===== config.mk =====
export PLATFORM = sky130hd
export DESIGN_NAME = apb_regfile_completer
export DESIGN_NICKNAME = d
export VERILOG_FILES = /design/src/rtl/apb_regfile_completer.sv
export SDC_FILE = /design/constraint.sdc
export NUM_CORES = 1
export LEC_CHECK = 0
export ABC_AREA = 1
export BUFFER_PORTS_ARGS = -buffer_cell sky130_fd_sc_hd__buf_2
export CAP_MARGIN = 20
export CORE_MARGIN = 5
export CORE_UTILIZATION = 57
export CTS_CLUSTER_SIZE = 24
export DETAILED_ROUTE_END_ITERATION = 10
export GPL_TIMING_DRIVEN = 0
export PLACE_DENSITY = 0.77
export SYNTH_ARGS = -nofsm -noshare
export SYNTH_HDL_FRONTEND = slang
export SYNTH_SLANG_ARGS = --single-unit

===== constraint.sdc =====
create_clock -name pclk -period 2.2 [get_ports pclk]
set_clock_uncertainty 0.1 [all_clocks]
set_input_delay 0 -clock pclk [delete_from_list [all_inputs] [get_ports pclk]]
set_output_delay 0 -clock pclk [all_outputs]
set_load 0.05 [all_outputs]

===== src/rtl/apb_regfile_completer.sv =====
// APB completer backed by a small register file; the top register is a
// read-only count of error-free transfers. Wait states are fixed by WAIT_CYCLES.
module apb_regfile_completer #(
    parameter logic [31:0] ADDR_BASE   = 32'hA000,
    parameter int          NUM_REGS    = 4,
    parameter int          WAIT_CYCLES = 1
) (
    input  logic        pclk,
    input  logic        preset_n,
    input  logic        psel_i,
    input  logic        penable_i,
    input  logic [31:0] paddr_i,
    input  logic        pwrite_i,
    input  logic [31:0] pwdata_i,
    output logic [31:0] prdata_o,
    output logic        pready_o,
    output logic        pslverr_o,
    output logic [31:0] reg0_o,
    output logic [1:0]  dbg_state_o
);
    // Handshake: a transfer completes on an edge with psel_i=1, penable_i=1 and
    // pready_o=1; dropping psel_i before that edge abandons it with no side effect.

    localparam logic [3:0] CNT_IDX   = 4'(NUM_REGS - 1);
    localparam logic [3:0] WAIT_INIT = (WAIT_CYCLES > 0) ? 4'(WAIT_CYCLES - 1) : 4'd0;

    typedef enum logic [1:0] {
        ST_IDLE  = 2'd0,
        ST_WAIT  = 2'd1,
        ST_READY = 2'd2
    } state_e;

    state_e      state_q, state_d;
    logic [3:0]  cnt_q, cnt_d;
    logic [3:0]  idx_q, idx_d;
    logic        write_q, write_d;
    logic        err_q, err_d;
    logic [31:0] wdata_q, wdata_d;
    logic [31:0] prdata_q, prdata_d;
    logic        pready_q, pready_d;
    logic        pslverr_q, pslverr_d;
    logic [31:0] regs_q [NUM_REGS];
    logic [31:0] regs_d [NUM_REGS];

    // Decode of the live bus address; the 33-bit offset keeps below-base addresses negative.
    logic [32:0] offs;
    logic        in_range;
    logic [3:0]  dec_idx;
    logic        dec_err;

    assign offs     = {1'b0, paddr_i} - {1'b0, ADDR_BASE};
    assign in_range = !offs[32] && (offs < 33'(4 * NUM_REGS));
    assign dec_idx  = offs[5:2];
    assign dec_err  = !in_range || (paddr_i[1:0] != 2'b00) || (pwrite_i && dec_idx == CNT_IDX);

    logic        go_ready;
    logic [3:0]  ld_idx;
    logic        ld_err;
    logic        ld_write;
    logic [31:0] rd_val;

    always_comb begin
        state_d   = state_q;
        cnt_d     = cnt_q;
        idx_d     = idx_q;
        write_d   = write_q;
        err_d     = err_q;
        wdata_d   = wdata_q;
        prdata_d  = prdata_q;
        pready_d  = pready_q;
        pslverr_d = pslverr_q;
        for (int i = 0; i < NUM_REGS; i++) regs_d[i] = regs_q[i];
        go_ready  = 1'b0;
        ld_idx    = idx_q;
        ld_err    = err_q;
        ld_write  = write_q;
        rd_val    = 32'd0;

        case (state_q)
            ST_IDLE: begin
                if (psel_i && !penable_i) begin
                    idx_d   = dec_idx;
                    err_d   = dec_err;
                    write_d = pwrite_i;
                    wdata_d = pwdata_i;
                    if (WAIT_CYCLES == 0) begin
                        go_ready = 1'b1;
                        ld_idx   = dec_idx;
                        ld_err   = dec_err;
                        ld_write = pwrite_i;
                    end else begin
                        state_d = ST_WAIT;
                        cnt_d   = WAIT_INIT;
                    end
                end
            end
            ST_WAIT: begin
                if (!psel_i) begin
                    state_d = ST_IDLE;
                    cnt_d   = 4'd0;
                end else if (penable_i) begin
                    if (cnt_q == 4'd0) go_ready = 1'b1;
                    else               cnt_d = cnt_q - 4'd1;
                end
            end
            ST_READY: begin
                if (!psel_i || (penable_i && pready_q)) begin
                    if (psel_i && !err_q) begin
                        for (int i = 0; i < NUM_REGS - 1; i++)
                            if (write_q && idx_q == 4'(i)) regs_d[i] = wdata_q;
                        regs_d[NUM_REGS-1] = regs_q[NUM_REGS-1] + 32'd1;
                    end
                    state_d   = ST_IDLE;
                    prdata_d  = 32'd0;
                    pready_d  = 1'b0;
                    pslverr_d = 1'b0;
                end
            end
            default: state_d = ST_IDLE;
        endcase

        // Read data is sampled from the register file on the edge that enters ST_READY.
        if (go_ready) begin
            for (int i = 0; i < NUM_REGS; i++)
                if (ld_idx == 4'(i)) rd_val = regs_q[i];
            state_d   = ST_READY;
            cnt_d     = 4'd0;
            pready_d  = 1'b1;
            pslverr_d = ld_err;
            prdata_d  = (!ld_err && !ld_write) ? rd_val : 32'd0;
        end
    end

    always_ff @(posedge pclk) begin
        if (!preset_n) begin
            state_q   <= ST_IDLE;
            cnt_q     <= 4'd0;
            idx_q     <= 4'd0;
            write_q   <= 1'b0;
            err_q     <= 1'b0;
            wdata_q   <= 32'd0;
            prdata_q  <= 32'd0;
            pready_q  <= 1'b0;
            pslverr_q <= 1'b0;
            for (int i = 0; i < NUM_REGS; i++) regs_q[i] <= 32'd0;
        end else begin
            state_q   <= state_d;
            cnt_q     <= cnt_d;
            idx_q     <= idx_d;
            write_q   <= write_d;
            err_q     <= err_d;
            wdata_q   <= wdata_d;
            prdata_q  <= prdata_d;
            pready_q  <= pready_d;
            pslverr_q <= pslverr_d;
            for (int i = 0; i < NUM_REGS; i++) regs_q[i] <= regs_d[i];
        end
    end

    assign prdata_o    = prdata_q;
    assign pready_o    = pready_q;
    assign pslverr_o   = pslverr_q;
    assign reg0_o      = regs_q[0];
    assign dbg_state_o = state_q;

endmodule


==> results.toml, run 1 <==
[outcome]
outcome = "complete, no violations"

[global_routing]
grt_use_total_pct = 28.68
grt_first_pass_wirelength_um = 45890
antenna_found_initial = 0
grt_overflow_total = 0
grt_pass1_vias = 9049
grt_max_degree = 14

[route]
first_iter_violations = 801
vias = 9609
drtAntennaViolNets = 0
vias_per_cell = 5.225
drc_errors = 0
dr.pass1.iters = 6
wire_per_inst_um = 15.49
routed_wl_um = 28480

[finish]
antenna_cells = 0
area_delta_synth_final_pct = 24.16
finalNetCount = 1674
layout-drive-gt1-share_pct = 16.55

[pwr]
ir_worst_vdd_mv = 0.6106
power_uw = 8411
pwr_density_cell_nw_per_um2 = 712.9
power.leakage_uw = 0.004767

[sta]
max_freq_mhz = 493.1
setup_violations = 0
rsz0062_at_grt = "no"
period_needed_ns = 2.028
slew_headroom_pct = 53.57
finalMaxSlewViolations = 0
worstMarginPinSlew_ns = 0.6965
hold_viol = 0
fin_setup_tns_ns = 0
min_period_over_period_pct = 92.18

[yosys]
syn_nets = 1458
ys_seq_elements = 206
ys_seq_area_share_pct = 43.40
ys_warn_count = 0
netlist_top_cells_area = "dfxtp_1 (43%), nand2_1 (11%), nor2_1 (11%), o21ai_0 (7.3%), a21oi_1 (5.1%)"
synthDominantCellAreaShare_pct = 43.40
avgSynthCellArea_um2 = 6.851
synth_edf_count = 0
ys.flop_type = "dfxtp_1"
netlist_area_um2 = 9503
ys_types = 37
yosys.area.top_type = "dfxtp_1"
async_flop_share_pct = 0
syn_inst = 1387
synth_commonest_cells = "nand2_1 (287), nor2_1 (287), dfxtp_1 (206)"

[clock_tree]
clock_sinks = 206
cts_tree = "done"
clk_latency_ns = 0.50
htreeDepth = 1
clockRootBuffer = "clkbuf_16"
path_clk_slew_ns = 0.06
numCtsBuffers = 22
clock_path_buffers = 3

[min_path]
whs_path_depth = 11
min_to = "err_q"
worst_hold_startpoint = "paddr_i[8]"
hold_path_class = "in2reg"

[die]
dieWidth_um = 139.1
fp.dieH_um = 139.1
io-pin-count = 137
num_rows = 47
core_area_um2 = 16470
die_area_um2 = 19350
start_util_pct = 57.71

[critical_path]
ff2ff_setup_slack_ns = 0.17
regToRegEndpoint = "regs_q[0][72]"
r2r_start = "dbg_state_o[1]"
worstPathArrival_ns = 2.30
worstPathRequired_ns = 2.47
cp-end-kind = "flop"
path_max_fanout = 10
reg2reg_depth = 8
cp-start-kind = "flop"
crit_type = "reg2reg"

[job]
cap_violations = 0

[placed_design]
io_buffers = 136
routabilityCongestion = 0.9414
hpwlAfterDp_um = 20820
-- timing repair --
| item | in CTS | in global routing |
|---|---|---|
| hold buffers | 55 | 0 |
| resized for setup | 0 | 6 |
| setup buffers | 0 | 1 |
| endpoints found under the setup margin | 0 | 5 |
| hold endpoints to repair | 49 | 0 |
-- worst max-delay path by stage --
stage                        start             end  slack (ns)
CTS                    paddr_i[19]           err_q        0.12
global placement          cnt_q[1]    prdata_o[29]        0.23
global route           paddr_i[19]           err_q        0.03
finish              dbg_state_o[1]   regs_q[0][72]        0.17
detailed placement  dbg_state_o[1]   regs_q[0][28]        0.19
floorplan           dbg_state_o[1]  regs_q[0][124]        0.31
-- cell usage in the layout (no fill, tap or decap), drive strengths merged --
cell / instances
nand4: 38
nor4: 2
ha: 2
nor2: 296
and3: 2
nor3: 22
a211oi: 2
clkbuf: 71
o21a: 1
a21oi: 98
dfxtp: 206
nand2: 292
o21bai: 1
xor2: 8
inv: 107
o21ai: 147
a21boi: 1
nand3: 55
clkinv: 6
or2: 2
nand3b: 1
bufinv: 2
dlygate4sd3: 55
buf: 201
xnor2: 1
-- cell families (layout without fill, tap and decap cells) --
group                      Yosys count  in the layout  share of synthesized area, %
buffers and inverters              210            442                         10.69
DFF                                206            206                         43.40
and+or+nand+nor                    710            710                         31.48
xor gates and xnor gates             9              9                        0.8295
AOI/OAI and AO/OA                  250            250                         13.34
adders and majority gates            2              2                        0.2633
-- sequential cells by signal, indices dropped and copies added, names as in the netlist, 2 cells and up --
name         count
idx_q            4
dbg_state_o      2
wdata_q         32
cnt_q            4
regs_q         128
prdata_o        32
-- metrics by stage --
step	instances	cell area [µm²]	setup WS, ns	utilization (%)	hold slack [ns]
after floorplan	1387	9503	0.3065	-	0.04150
after global placement	1743	10460	0.2306	63.52	0.1488
after detailed placement	1743	10460	0.1877	63.52	0.1573
after CTS	1838	11780	0.1156	71.54	0.002099
after global routing	1839	11800	0.02890	71.66	0.1274
final	1839	11800	0.1721	71.66	0.01230
-- worst max-delay path, stage by stage, from the launching register on --
cell	delay (ns)
dfxtp_1	0.40
nand2_1	0.09
nor2_2	0.19
nand2_4	0.15
nor2_4	0.18
nand2_2	0.18
clkbuf_1	0.24
o21ai_0	0.31
a21oi_1	0.07
-- where the power goes --
part	switching [µW]	total (µW)	leakage [µW]	internal, µW
logic	423	685	0.00272	262
registers	67.5	3860	0.00167	3790
clock network	1480	3870	0.000383	2380
-- per-layer routing --
layer / wire length (µm) / part of all wire, % / global-route usage, %
met5: 0 / 0 / 0
met4: 664 / 2.3 / 7.878
met3: 1986 / 7.0 / 3.586
met2: 13240 / 46 / 47.63
met1: 12590 / 44 / 39.59
-- cell type report --
| cell class | instances | area (µm²) |
|---|---|---|
| Buffer | 101 | 608.1 |
| Clock buffer | 34 | 686.9 |
| Clock inverter | 6 | 83.83 |
| Fill cell | 1433 | 4667 |
| Inverter | 109 | 409.1 |
| Multi-Input combinational cell | 971 | 4373 |
| Sequential cell | 206 | 4124 |
| Tap cell | 220 | 275.3 |
| Timing Repair Buffer | 192 | 1239 |
No activity file was read; power rests on OpenSTA's default activity.
==> run 2: changes to the inputs <==
--- a/config.mk
+++ b/config.mk
@@ -9,11 +9,11 @@
 export BUFFER_PORTS_ARGS = -buffer_cell sky130_fd_sc_hd__buf_2
 export CAP_MARGIN = 20
 export CORE_MARGIN = 5
-export CORE_UTILIZATION = 57
+export CORE_UTILIZATION = 52
 export CTS_CLUSTER_SIZE = 24
 export DETAILED_ROUTE_END_ITERATION = 10
 export GPL_TIMING_DRIVEN = 0
-export PLACE_DENSITY = 0.77
+export PLACE_DENSITY = 0.73
 export SYNTH_ARGS = -nofsm -noshare
 export SYNTH_HDL_FRONTEND = slang
 export SYNTH_SLANG_ARGS = --single-unit
==> constraint.sdc (replaced) <==
create_clock -name pclk -period 1.8 [get_ports pclk]
set_clock_uncertainty 0.1 [all_clocks]
set_input_delay 0 -clock pclk [delete_from_list [all_inputs] [get_ports pclk]]
set_output_delay 0 -clock pclk [all_outputs]
set_load 0.05 [all_outputs]
==> results.toml, run 2 (synthesis gave the netlist of run 1 again) <==
[outcome]
outcome = "complete, but fails checks"
violations = "negative hold slack, negative setup slack"

[route]
first_iter_violations = 791
dr.pass1.iters = 5
wire_per_inst_um = 15.91
drc_errors = 0
routed_wl_um = 29840
vias_per_cell = 5.178
vias = 9709
drtAntennaViolNets = 0

[critical_path]
crit_type = "reg2reg"
worstPathRequired_ns = 2.13
cp-end-kind = "flop"
cp-start-kind = "flop"
path_max_fanout = 10
worstPathArrival_ns = 2.16

[clock_tree]
clk_latency_ns = 0.51
numCtsBuffers = 22
clock_path_buffers = 3
htreeDepth = 1
clockRootBuffer = "clkbuf_16"
clock_sinks = 206
cts_tree = "done"
path_clk_slew_ns = 0.06

[global_routing]
grt_overflow_total = 0
grt_pass1_vias = 9060
grt_max_degree = 14
grt_first_pass_wirelength_um = 46310
grt_use_total_pct = 26.48
antenna_found_initial = 0

[placed_design]
io_buffers = 136
hpwlAfterDp_um = 21170
routabilityCongestion = 0.9140
placed_cells = 1752

[finish]
largest_reg_flops = 128
area_delta_synth_final_pct = 30.43
final_cell_mix = "nand2_1 (281), nor2_1 (271), dfxtp_1 (198), buf_2 (141), inv_1 (97)"
finalNetCount = 1703
layout-drive-gt1-share_pct = 21.57
largest_register = "regs_q"
antenna_cells = 0
fin_cells = 1875
utilization_pct = 69.00
layout_commonest_cell = "nand2_1"

[die]
fp.dieH_um = 145.2
dieWidth_um = 145.2
core_area_um2 = 17960
die_area_um2 = 21080
start_util_pct = 52.90
num_rows = 49
io-pin-count = 137

[sta]
max_freq_mhz = 546.2
finalMaxSlewViolations = 0
period_needed_ns = 1.831
setup_violations = 4
min_period_over_period_pct = 101.7
worstMarginPinSlew_ns = 0.6321
rsz0062_at_grt = "yes"
fin_ws_ns = -0.03088
slew_headroom_pct = 57.86
hold_viol = 1
hold_slack_ns = -0.008110

[pwr]
ir_worst_vdd_mv = 0.6456
power.leakage_uw = 0.005027
pwr_density_cell_nw_per_um2 = 808.5

[job]
cap_violations = 0

[min_path]
hold_path_class = "in2reg"
-- run 2: changes by cell type in the layout (fill, tap and decap cells not counted), moves of 11 or more --
cell | before | now
o21ai_0 | 137 | 91
buf_4 | 36 | 60
o21ai_1 | 10 | 45
nor2_1 | 285 | 271
o21ai_2 | 0 | 11
buf_2 | 153 | 141
-- run 2: area by class of cell --
class | count | area, µm²
clock buffers | 34 | 656.9
repair buffers | 222 | 1534
well taps | 229 | 286.5
fillers | 1520 | 5569
clock inverters | 4 | 23.77
flip-flops and latches | 206 | 4139
plain buffers | 99 | 701.9
multi-input cells | 972 | 4631
inverters | 109 | 421.7
-- run 2: path summary, 6_finish.rpt --
check	from	end	slack, ns	cells past startpoint
worst max-delay path	idx_q[2]	prdata_o[12]	-0.03	7
worst min register to register	regs_q[0][68]	regs_q[0][68]	0.35	2
worst min-delay path	paddr_i[1]	err_q	-0.008	11
worst max register to register	idx_q[2]	prdata_o[12]	-0.03	7
-- run 2: timing repair --
action                                  CTS  global route
hold buffers                             66             1
setup buffers                            16             8
endpoints found under the setup margin  126           159
endpoints found under the hold margin    48             1
pin swaps                                 7            27
cloned                                    0             4
resized for setup                        44           145
-- run 2: metal layers --
| layer | vias up | part of all wire (%) | routed length [µm] | GRT usage, % |
|---|---|---|---|---|
| li1 | 4924 | - | - | - |
| met1 | 4423 | 44 | 13100 | 36.01 |
| met2 | 317 | 47 | 14090 | 44.63 |
| met3 | 45 | 6.9 | 2067 | 4.054 |
| met4 | 0 | 2.0 | 587 | 6.110 |
| met5 | - | 0 | 0 | 0 |
-- run 2: critical path: stages, from the launching register on --
cell and delay [ns]:
dfxtp_2 0.32, or2_4 0.28, nor3_4 0.34, buf_6 0.20, nand2_1 0.06, nand3_1 0.08
nand4_1 0.21, a21oi_1 0.18
-- run 2: where the power goes --
group	internal [µW]	switching, µW	total [µW]
Sequential	4630	93.6	4730
Combinational	402	572	974
Clock	2500	1810	4320
-- run 2: through the flow --
stage                     instance area, µm²  power [µW]  hold WS (ns)  worst slack, ns  TNS (ns)
after floorplan                         9507        5257       0.03404           0.1108         0
after global placement                 10470        5535        0.1480          -0.1826    -7.941
after detailed placement               10470        5550        0.1560          -0.2028    -9.662
after CTS                              12030        9962      0.004608         -0.04021   -0.4630
after global routing                   12390       10350        0.1002         -0.09234    -2.453
final                                  12390       10020     -0.008110         -0.03088  -0.08913
==> run 3: changes to the inputs <==
--- a/config.mk
+++ b/config.mk
@@ -9,11 +9,13 @@
 export BUFFER_PORTS_ARGS = -buffer_cell sky130_fd_sc_hd__buf_2
 export CAP_MARGIN = 20
 export CORE_MARGIN = 5
-export CORE_UTILIZATION = 52
+export CORE_UTILIZATION = 57
 export CTS_CLUSTER_SIZE = 24
 export DETAILED_ROUTE_END_ITERATION = 10
 export GPL_TIMING_DRIVEN = 0
-export PLACE_DENSITY = 0.73
+export HOLD_SLACK_MARGIN = 0.12
+export PLACE_DENSITY = 0.77
+export SKIP_CTS_REPAIR_TIMING = 1
 export SYNTH_ARGS = -nofsm -noshare
 export SYNTH_HDL_FRONTEND = slang
 export SYNTH_SLANG_ARGS = --single-unit
==> constraint.sdc (replaced) <==
create_clock -name pclk -period 1.93 [get_ports pclk]
set_clock_uncertainty 0.1 [all_clocks]
set_input_delay 0 -clock pclk [delete_from_list [all_inputs] [get_ports pclk]]
set_output_delay 0 -clock pclk [all_outputs]
set_load 0.05 [all_outputs]
==> results.toml, run 3 (synthesis gave the netlist of run 1 again) <==
[route]
drc_errors = 0
drtAntennaViolNets = 0
vias = 9792
dr.pass1.iters = 5
first_iter_violations = 893
vias_per_cell = 5.302
wire_per_inst_um = 15.61
routed_wl_um = 28840

[clock_tree]
clock_path_buffers = 3
clk_latency_ns = 0.50
numCtsBuffers = 22
clockRootBuffer = "clkbuf_16"
clock_sinks = 206
path_clk_slew_ns = 0.06
htreeDepth = 1
cts_tree = "done"

[sta]
worstMarginPinSlew_ns = 0.5972
hold_viol = 0
slew_headroom_pct = 60.19
setup_violations = 0
hold_slack_ns = 0.007951
finalMaxSlewViolations = 0
period_needed_ns = 1.894
max_freq_mhz = 527.9
min_period_over_period_pct = 98.15
fin_ws_ns = 0.03562
fin_setup_tns_ns = 0
rsz0062_at_grt = "yes"

[die]
dieWidth_um = 139.1
die_area_um2 = 19350
core_area_um2 = 16470
io-pin-count = 137
num_rows = 47
start_util_pct = 57.71
fp.dieH_um = 139.1

[critical_path]
path_delay_family = "simple AND/OR/NAND/NOR gates"
slowest_stage = "dfxtp_2"
path_max_fanout = 10
path_cells = "inv_2 -> ha_4 -> nand3_2 -> nor2_4 -> nand2_4 -> nor3_4 -> buf_6 -> buf_8 -> nand4_1 -> a21oi_2"
slowest_delay_ns = 0.34
worstPathArrival_ns = 2.21
ff2ff_setup_slack_ns = 0.04
reg2reg_depth = 10
cp-start-kind = "flop"
path_depth = 10
worstPathRequired_ns = 2.25
crit_buf_inv = 3
cp-end-kind = "flop"
crit_type = "reg2reg"
regToRegEndpoint = "prdata_o[10]"
r2r_start = "cnt_q[1]"

[finish]
layout-drive-gt1-share_pct = 19.30
antenna_cells = 0
final_cell_area_um2 = 12020
final_cell_mix = "nand2_1 (286), nor2_1 (283), dfxtp_1 (203), buf_2 (152), o21ai_0 (119)"
largest_register = "regs_q"
area_delta_synth_final_pct = 26.53
nFillCells = 1418
utilization_pct = 73.02
layout_commonest_cell = "nand2_1"
finalNetCount = 1682
largest_reg_flops = 128

[placed_design]
dp_slack_ns = -0.08228
io_buffers = 136
hpwlAfterDp_um = 20820
routabilityCongestion = 0.9414
dpl_cell_area_um2 = 10460

[min_path]
min_to = "err_q"
hold_path_class = "in2reg"
worst_hold_startpoint = "paddr_i[19]"
whs_path_depth = 9

[outcome]
outcome = "complete, no violations"

[global_routing]
grt_pass1_vias = 8646
grt_use_total_pct = 27.55
antenna_found_initial = 0
grt_overflow_total = 0
grt_max_degree = 14
grt_first_pass_wirelength_um = 44160

[pwr]
power.leakage_uw = 0.004877
ir_worst_vdd_mv = 0.7116
pwr_density_cell_nw_per_um2 = 802.9

[job]
cap_violations = 0
## run 3: cell count changes in the layout (fill, tap and decap cells not counted), moves of 5 or more
| cell | previous run | this run |
|---|---|---|
| nor2_2 | 15 | 7 |
| buf_6 | 18 | 11 |
| nor2_1 | 271 | 283 |
| o21ai_2 | 11 | 5 |
| o21ai_1 | 45 | 23 |
| o21ai_0 | 91 | 119 |
| nand3_1 | 45 | 52 |
| nand2_1 | 281 | 286 |
| nand3_2 | 9 | 3 |
| buf_4 | 60 | 53 |
| dfxtp_1 | 198 | 203 |
| nand2_2 | 7 | 2 |
| dlygate4sd3_1 | 61 | 51 |
| buf_2 | 141 | 152 |
## run 3: metal layers
metal / vias up / GRT usage, % / routed length (µm)
li1: 4883 / - / -
met1: 4480 / 39.72 / 12610
met2: 380 / 44.23 / 13490
met3: 49 / 3.207 / 2118
met4: 0 / 7.003 / 623
met5: - / 0 / 0
## run 3: worst max-delay path by stage
stage               slack (ns)             end      startpoint
floorplan                 0.04  regs_q[0][124]  dbg_state_o[1]
global placement         -0.04    prdata_o[29]        cnt_q[1]
detailed placement       -0.08   regs_q[0][28]  dbg_state_o[1]
CTS                      -0.08    prdata_o[12]        cnt_q[0]
global route             -0.05     prdata_o[3]        cnt_q[0]
finish                    0.04    prdata_o[10]        cnt_q[1]
## run 3: report_power, final
| group | internal (µW) | switching, µW |
|---|---|---|
| Clock | 2710 | 1700 |
| Sequential | 4320 | 83.0 |
| Combinational | 333 | 504 |
| Total | 7370 | 2280 |
## run 3: worst min-delay path, stage by stage
cell     delay (ns)
buf_2          0.09
nor2_1         0.05
nand3_1        0.08
nor2_1         0.04
nand3_1        0.08
nor2_1         0.05
nand3_1        0.06
nor2_1         0.05
nor2_1         0.07
## run 3: area by class of cell
class                           count  area (µm²)  share of cell area, %
Sequential cell                   206        4128                  34.33
Clock inverter                      6       83.83                 0.6972
Buffer                             99       631.9                  5.255
Multi-Input combinational cell    971        4479                  37.25
Tap cell                          220       275.3                  2.289
Clock buffer                       34       686.9                  5.713
Inverter                          109       415.4                  3.455
Timing Repair Buffer              202        1324                  11.01
## run 3: per-stage QoR
step	cells	power (µW)
floorplan	1387	4903
global placement	1743	5156
detailed placement	1743	5166
CTS	1783	9515
global route	1847	9980
finish	1847	9654
